## config.mk

```make
export PLATFORM = sky130hd
export DESIGN_NAME = fixed_weight_sampler
export DESIGN_NICKNAME = d
export VERILOG_FILES = /design/src/rtl/fws_pkg.sv /design/src/rtl/coef_ram.sv /design/src/rtl/fixed_weight_sampler.sv
export SDC_FILE = /design/constraint.sdc
export NUM_CORES = 2
export LEC_CHECK = 0
export BUFFER_PORTS_ARGS = -buffer_cell sky130_fd_sc_hd__clkbuf_2
export CAP_MARGIN = 0
export CORE_ASPECT_RATIO = 0.75
export CORE_MARGIN = 3
export CORE_UTILIZATION = 35
export CTS_CLUSTER_SIZE = 28
export DETAILED_ROUTE_END_ITERATION = 8
export PLACE_DENSITY = 0.55
export SETUP_SLACK_MARGIN = 0.05
export SLEW_MARGIN = 20
export SYNTH_ARGS = -nofsm -noshare
export SYNTH_HDL_FRONTEND = slang
export SYNTH_SLANG_ARGS = --single-unit
```

## constraint.sdc

```tcl
create_clock -name clk -period 16 [get_ports clk]
set_clock_uncertainty 0.2 [all_clocks]
set_input_delay 0 -clock clk [delete_from_list [all_inputs] [get_ports clk]]
set_output_delay 0 -clock clk [all_outputs]
set_load 0.03 [all_outputs]
```

## src/rtl/fws_pkg.sv

```systemverilog
// Shared definitions for the fixed-weight ternary sampler: coefficient
// encodings, FSM states and the index-mask helper.
package fws_pkg;

    localparam logic [1:0] COEF_ZERO  = 2'b00;
    localparam logic [1:0] COEF_PLUS  = 2'b01;
    localparam logic [1:0] COEF_MINUS = 2'b11;

    typedef enum logic [2:0] {
        IDLE,
        INIT,
        DRAW,
        RD_I,
        RD_J,
        WR_I,
        WR_J,
        FIN
    } state_t;

    // 2^bitlen(v) - 1: smear the leading one down through all lower bits
    function automatic logic [31:0] bitlen_mask(input logic [31:0] v);
        logic [31:0] m;
        m = v;
        m = m | (m >> 1);
        m = m | (m >> 2);
        m = m | (m >> 4);
        m = m | (m >> 8);
        m = m | (m >> 16);
        return m;
    endfunction

endpackage

```

## src/rtl/coef_ram.sv

```systemverilog
// P x 2-bit coefficient store: one synchronous write port and one
// synchronous read port with a single cycle of read latency.
module coef_ram #(
    parameter int P    = 677,
    parameter int IDXW = $clog2(P)
) (
    input  logic            clk,
    input  logic            we,
    input  logic [IDXW-1:0] waddr,
    input  logic [1:0]      wdata,
    input  logic [IDXW-1:0] raddr,
    output logic [1:0]      rdata
);

    logic [1:0] mem [P];

    always_ff @(posedge clk) begin
        if (we) begin
            mem[waddr] <= wdata;
        end
        rdata <= mem[raddr];
    end

endmodule

```

## src/rtl/fixed_weight_sampler.sv

```systemverilog
// Builds a length-P ternary polynomial of exact weight W: deterministic fill
// followed by an in-place Fisher-Yates shuffle with rejection-sampled indices.
module fixed_weight_sampler
    import fws_pkg::*;
#(
    parameter  int P    = 677,
    parameter  int W    = 202,
    parameter  int RW   = 16,
    localparam int IDXW = $clog2(P)
) (
    input  logic            clk,
    input  logic            rst_n,
    input  logic            start,
    output logic            busy,
    output logic            done,
    input  logic [RW-1:0]   rnd_data,
    input  logic            rnd_valid,
    output logic            rnd_ready,
    input  logic [IDXW-1:0] rd_addr,
    output logic [1:0]      rd_data,
    output logic [IDXW-1:0] plus_count,
    output logic [IDXW-1:0] minus_count
);

    localparam logic [IDXW-1:0] LAST = IDXW'(P - 1);
    localparam logic [IDXW-1:0] ONE  = IDXW'(1);
    localparam logic [IDXW:0]   W_L  = (IDXW + 1)'(W);

    state_t          state, state_next;
    logic [IDXW-1:0] i, j, j_cand, fsm_raddr, waddr, ram_raddr;
    logic [1:0]      vi, wdata, ram_q;
    logic            we, in_weight, init_step, draw_ok, ext_valid;
    logic            unused_rnd;

    assign unused_rnd = ^rnd_data;

    always_comb begin
        j_cand    = rnd_data[IDXW-1:0] & IDXW'(bitlen_mask(32'(i)));
        in_weight = {1'b0, i} < W_L;
        init_step = !in_weight || rnd_valid;
        draw_ok   = rnd_valid && (j_cand <= i);
    end

    always_comb begin
        state_next = state;
        rnd_ready  = 1'b0;
        we         = 1'b0;
        waddr      = i;
        wdata      = COEF_ZERO;
        fsm_raddr  = i;
        case (state)
            IDLE: if (start) state_next = INIT;
            FIN:  state_next = start ? INIT : IDLE;
            INIT: begin
                rnd_ready = in_weight;
                we        = init_step;
                if (in_weight) begin
                    wdata = rnd_data[0] ? COEF_MINUS : COEF_PLUS;
                end
                if (init_step && i == LAST) state_next = DRAW;
            end
            DRAW: begin
                rnd_ready = 1'b1;
                if (draw_ok) state_next = RD_I;
            end
            RD_I: state_next = RD_J;
            RD_J: begin
                fsm_raddr  = j;
                state_next = WR_I;
            end
            WR_I: begin
                we         = 1'b1;
                wdata      = ram_q;
                state_next = WR_J;
            end
            WR_J: begin
                we         = 1'b1;
                waddr      = j;
                wdata      = vi;
                state_next = (i == ONE) ? FIN : DRAW;
            end
            default: state_next = IDLE;
        endcase
    end

    always_ff @(posedge clk or negedge rst_n) begin
        if (!rst_n) state <= IDLE;
        else        state <= state_next;
    end

    always_ff @(posedge clk or negedge rst_n) begin
        if (!rst_n) begin
            i           <= '0;
            j           <= '0;
            vi          <= COEF_ZERO;
            busy        <= 1'b0;
            done        <= 1'b0;
            plus_count  <= '0;
            minus_count <= '0;
            ext_valid   <= 1'b0;
        end else begin
            ext_valid <= !busy;
            case (state)
                IDLE, FIN: begin
                    if (start) begin
                        i           <= '0;
                        plus_count  <= '0;
                        minus_count <= '0;
                        done        <= 1'b0;
                        busy        <= 1'b1;
                    end
                end
                INIT: begin
                    if (init_step) begin
                        if (in_weight) begin
                            if (rnd_data[0]) minus_count <= minus_count + ONE;
                            else             plus_count  <= plus_count + ONE;
                        end
                        if (i != LAST) i <= i + ONE;
                    end
                end
                DRAW: if (draw_ok) j <= j_cand;
                RD_J: vi <= ram_q;
                WR_J: begin
                    if (i == ONE) begin
                        done <= 1'b1;
                        busy <= 1'b0;
                    end else begin
                        i <= i - ONE;
                    end
                end
                default: ;
            endcase
        end
    end

    // The FSM owns the RAM read port while busy; external reads are masked
    // until a read issued with busy low has come back.
    assign ram_raddr = busy ? fsm_raddr : rd_addr;
    assign rd_data   = (ext_valid && !busy) ? ram_q : COEF_ZERO;

    coef_ram #(.P(P), .IDXW(IDXW)) u_ram (
        .clk   (clk),
        .we    (we),
        .waddr (waddr),
        .wdata (wdata),
        .raddr (ram_raddr),
        .rdata (ram_q)
    );

endmodule

```

### Yosys cells after proc, flatten, opt, wreduce, memory -nomap -nowiden

Memory sizes are Yosys's and may differ from the RTL's. A register that Yosys moved wholly into a read port is not among the register bits.
Cells that the tools add are included.

| storage, ports and cells | value |
|---|---|
| input port bits | 30 |
| logic and storage cells | 97 |
| RAM bits | 1354 |
| bits in registers | 48 |
| output and inout port bits | 25 |
| memories kept | 1 |

Memories:

| name | words | width | read ports | clocked after Yosys merged registers in | write ports | RTL line | text |
|---|---|---|---|---|---|---|---|
| u_ram.mem | 677 | 2 | 1 | 1 | 1 | coef_ram.sv:15 | `logic [1:0] mem [P];` |

| cells by class | value |
|---|---|
| order comparisons | 2 |
| $add $sub $neg | 4 |
| eq/ne operators | 21 |
| mux-type cells | 36 |
| bitwise operators | 6 |
| reduce and logical (&&, ||, !) cells | 18 |

Operators with widths:

| operator | count |
|---|---|
| $mux 10 | 13 |
| $pmux 10 s2 | 2 |
| $add 10x1->10 const B | 3 |
| $pmux 10 s3 | 1 |
| $pmux 3 s8 | 1 |
| $ne 2x2->1 const B | 11 |
| $reduce_and 5->1 | 3 |
| $eq 3x3->1 const B | 4 |
| $mux 3 | 4 |
| $and 10x10->10 | 1 |
| $eq 10x1->1 const B | 1 |
| $eq 10x10->1 const B | 1 |
| $le 10x10->1 | 1 |
| $lt 10x8->1 const B | 1 |
| $ne 10x10->1 const B | 1 |
| $or 10x1->10 const B | 1 |
| $or 10x2->10 | 1 |
| $or 10x6->10 | 1 |
| $or 10x8->10 | 1 |
| $or 10x9->10 | 1 |
| $sub 10x1->10 const B | 1 |
| $pmux 1 s2 | 4 |
| $mux 1 | 7 |
| $eq 3x2->1 const B | 2 |
| other kinds (12) | 20 |

### Logic depth before layout (Yosys ltp)

| logic depth | value |
|---|---|
| depth after elaboration | 10 |
| mapped depth | 19 |

### Cells and area by module

Synthesis repeated with hierarchy kept, for this count alone.

| second synthesis, totals | value |
|---|---|
| cell total of the unflattened synthesis | 3595 |
| area total of the unflattened synthesis | 59025.4 sq um |

Modules (own cells, without submodules):

| module | instances | cells an instance | area each (sq um) | sequential area each (sq um) |
|---|---|---|---|---|
| coef_ram | 1 | 3198 | 55564.5 | 40699.0 |
| fixed_weight_sampler | 1 | 397 | 3460.8 | 1201.2 |

### Least setup slack after synthesis

No wires, ideal clock.

| timing | value |
|---|---|
| path type | reg-to-reg |
| start point | register state[0] |
| end point | memory u_ram.mem[0][0] (data pin) |
| data arrival time | 10.210 ns |
| setup slack | 3.633 ns |
| period minus slack after synthesis | 12.367 ns |
| stages on the path, launching flop included | 8 |
| path buffers | 3 |
| library setup time | 1.957 ns |
| required time | 13.843 ns |
| cell sequence | dfrtp_1 -> inv_1 -> ha_1 -> and2_1 -> clkbuf_1 -> buf_1 -> clkbuf_1 -> a22o_1 |

| on the way | value |
|---|---|
| cells in the longest elaborated chain, start to end | 2 |
| elaborated cells on any way between the ends | 4 |
| those cells by class | eq/ne (3); mux (1) |

RTL lines:

| what | RTL line | text |
|---|---|---|
| start, declared | fixed_weight_sampler.sv:29 | `state_t state, state_next;` |
| start signal, assigned | fixed_weight_sampler.sv:88 | `else state <= state_next;` |
| $eq 3x3->1 or $eq 3x1->1 (tied branches) | fixed_weight_sampler.sv:51 | `case (state)` |
| $pmux 2 s3 (*) | fixed_weight_sampler.sv:51 |  |
| via u_ram.wdata[0] | coef_ram.sv:10 | `input logic [1:0] wdata,` |
| end, declared | coef_ram.sv:15 |  |

The timed path passes the listed nets; every way through them passes the cells marked *.

### Final worst setup path

| timing | value |
|---|---|
| start point | register state[0] |
| end point | register u_ram.rdata[1] (read register of u_ram.mem) |

| on the way | value |
|---|---|
| cells in the longest elaborated chain, start to end | 3 |

RTL lines:

| what | RTL line | text |
|---|---|---|
| $eq 3x3->1 | fixed_weight_sampler.sv:51 |  |
| $mux 10 | fixed_weight_sampler.sv:51 |  |
| $mux 10 | fixed_weight_sampler.sv:139 | `assign ram_raddr = busy ? fsm_raddr : rd_addr;` |
| end, declared | coef_ram.sv:12 | `output logic [1:0] rdata` |

No other way between the ends.
A chain may end at the register's enable or synchronous reset.

==> metrics <==
worst reg2reg setup slack 8.96 ns; status finished, final reports clean; fin util between 30% and 40%; max cap viols 0; site row count 131; Critical Path Source Type flop; clock tree buffer depth 3; vias in the first global route 39700; Detail Route Antenna Nets 0; power per cell area 216 mW/mm²; post-synthesis register bit count 1404; Post-synth EDFFs 1354; number of remaining DRC errors 0; DRT Pass-1 Iters 6; final cell count without fillers ~7500; Core ar. 0.171 mm²; setup TNS 0 ns; layout cells sized above 1 8.52%; DIE AREA 0.178 mm²; placed insts slightly above 7000; Starting Density between 30% and 40%; register area share after synthesis 69.2%; Max-slew headroom roughly 12%; Inserted Clock Buffers 136; Num Clock Sinks roughly 1400; Final period util 44.0%; Yosys warning total 0; RSZ-0062 raised after global routing false; WP buf/inv 5; via count 42000; critical path capture point type flop; HPWL Detailed 106000 µm; Tightest Pin Transition 1.30 ns; slowest stage delay, CP 0.99 ns; initial DRC count approximately 5400; final net count 5204; initial antenna violation count 10; Hold Fails Final Rpt 0; Async SR Flop Fraction 3.42%; critical path class flop to flop; first-pass GRT wire length between 200000 and 300000 µm; Ports 55; gr usage total 21.2%; Max Fclk 0.142 GHz; Max FO, Critical Path ~140; vias per cell between 5 and 6; clock latency on the worst-skew pair 0.77 ns; WP data arrival 7.55 ns; crit path cell chain inv_1 > ha_1 > and2_1 > o211a_4 > buf_12 > buf_12 > nand3_1 > buf_4 > o22ai_1 > nor4b_1 > a211oi_1 > o311a_1 > nand3_1 > a32oi_1 > dlygate4sd3_1; GPL Wtd Cong 0.856; Detailed Route WL 193000 µm; setup bufs post-CTS 0; Final min period 7.04 ns; mapped cell area 0.0606 mm²; Worst Setup SP state[0]$_DFFE_PN0P_; # setup viols final 0; wire per inst 25.7 µm; pin count of the biggest net entering global routing 210; DP Area ~0.063 mm²; cell family with most CP delay compound AO/OA/AOI/OAI gates; min-delay worst type input port to flop; unique cell type count in the Yosys netlist a little over 80; commonest register cell after synthesis edfxtp_1; htree depth 4; final number of max-transition violations 0; area grow syn2layout 11.5%; Port Buffer Count 48; Critical Path Stages 15; Synth Instances 5208; worst reg2reg endpoint u_ram.rdata[1]$_DFF_P_; total grt overflow 0; reg-to-reg critical path startpoint state[0]$_DFFE_PN0P_; crit path to u_ram.rdata[1]$_DFF_P_; Mapped Nets approximately 5300; Reg clk slew, reported paths 0.07 ns; WP data required 16.51 ns; Die Y 366 µm; post-route cell area about 0.068 mm²; die width 486 µm; slowest stage cell on the critical path a211oi_1; Peak supply drop 0.000345 V; CTS tree done; worst r2r path cells 15; Syn Area/Cell approximately 12 µm²; CTS root buffer clkbuf_16; Leak 22.5 nW
[metrics by stage]
step | power [mW] | setup WS [ns] | hold slack (ns)
2_1_floorplan | 9.20 | 3.63 | -0.496
3_3_place_gp | 11.2 | 9.85 | -0.0410
3_5_place_dp | 11.2 | 9.80 | -0.0372
4_1_cts | 14.5 | 9.25 | 0.0000580
5_1_grt | 15.2 | 8.77 | 0.0750
6_report | 14.6 | 8.96 | 0.0575
[flip-flops by register name (all words and copies together), names as in the netlist, 2 cells and up]
name / flops
i: 10
j: 10
u_ram.mem: 1354
state: 3
minus_count: 10
vi: 2
plus_count: 10
u_ram.rdata: 2
[metal layers]
layer | up-vias | share of wire (%) | global-route usage (%) | routed length (µm)
met4 | 0 | 2.4 | 5.75 | 4620
met2 | 1966 | 42 | 30.3 | 82000
li1 | 18500 | - | - | -
met3 | 268 | 10 | 4.78 | 19400
met1 | 21200 | 45 | 32.0 | 87200
met5 | - | 0 | 0 | 0
[where the power goes]
part           switching, mW  internal [mW]
registers             0.0667           4.70
clock network           1.41           1.83
logic                   4.95           1.61
total                   6.42           8.14
[worst reg2reg max path: cells and delay by family (launching register included)]
| family | cells | cell delay, ns |
|---|---|---|
| compound gates | 5 | 2.46 |
| fa+ha+maj | 1 | 0.63 |
| simple gates | 4 | 0.95 |
| flops | 1 | 0.41 |
| buf+inv | 5 | 2.36 |
[timing repair]
action | in CTS | in global routing
hold endpoints to repair | 103 | 0
hold buffers | 30 | 0
gates resized for setup | 0 | 0
[layout by cell type, fill, tap and decap left out, drive strengths merged, types with 8 or more instances in the layout]
master,instances
edfxtp,1354
nand2,1228
nor2,775
nand3,506
clkbuf,217
a21oi,211
buf,118
mux2i,110
a31oi,67
o21ai,51
dfrtp,48
clkinv,48
nand4,45
nor4,42
and3,40
dlygate4sd3,30
o22ai,29
nor3,25
inv,23
ha,19
a32oi,17
mux4,17
o211ai,14
bufinv,13
o2111ai,12
mux2,12
o31ai,12
o21a,10
a211oi,10
and2,10
xor2,9
or2,9
a22oi,8
[layout make-up]
class,instances,area (µm²)
flip-flops and latches,1404,41900
diodes,1,2.50
clock buffers,169,3650
multi-input cells,3401,16800
well taps,2261,2830
repair buffers,196,1560
fillers,16400,103000
clock inverters,71,706
inverters,16,60.1
[cell families after synthesis]
family,synth area share [%]
simple gates,18.9
flops,69.2
compound gates,5.35
buf+inv,3.37
mux,2.70
fa+ha+maj,0.392
xor+xnor,0.174
[worst min-delay path by stage]
| stage | cells past startpoint | from | to | slack [ns] |
|---|---|---|---|---|
| after floorplan | 0 | rst_n | busy$_DFFE_PN0P_ | -0.50 |
| after global placement | 2 | rst_n | i[4]$_DFFE_PN0P_ | -0.04 |
| after detailed placement | 2 | rst_n | i[4]$_DFFE_PN0P_ | -0.04 |
| after CTS | 4 | rnd_valid | state[2]$_DFFE_PN0P_ | 0.00006 |
| after global routing | 4 | rnd_data[6] | j[6]$_DFFE_PN0P_ | 0.08 |
| final | 4 | rnd_valid | state[2]$_DFFE_PN0P_ | 0.06 |
[synthesized netlist by cell type, drive strengths merged (8+ instances only)]
cell type | instances | share of area (%)
edfxtp | 1354 | 67
nand2 | 1228 | 7.6
nor2 | 775 | 4.8
nand3 | 506 | 4.2
buf | 218 | 2.2
a21oi | 211 | 1.7
clkbuf | 169 | 1.0
mux2i | 110 | 1.8
a31oi | 67 | 0.73
o21ai | 51 | 0.42
dfrtp | 48 | 2.0
nand4 | 45 | 0.46
nor4 | 42 | 0.43
and3 | 40 | 0.41
o22ai | 29 | 0.30
nor3 | 25 | 0.21
ha | 19 | 0.39
a32oi | 17 | 0.25
mux4 | 17 | 0.66
inv | 16 | 0.099
o211ai | 14 | 0.20
mux2 | 12 | 0.22
o2111ai | 12 | 0.17
o31ai | 12 | 0.15
a211oi | 10 | 0.14
and2 | 10 | 0.10
o21a | 10 | 0.12
or2 | 9 | 0.093
xor2 | 9 | 0.13
a22oi | 8 | 0.099
Note: power is estimated with default switching activity, not from simulation.
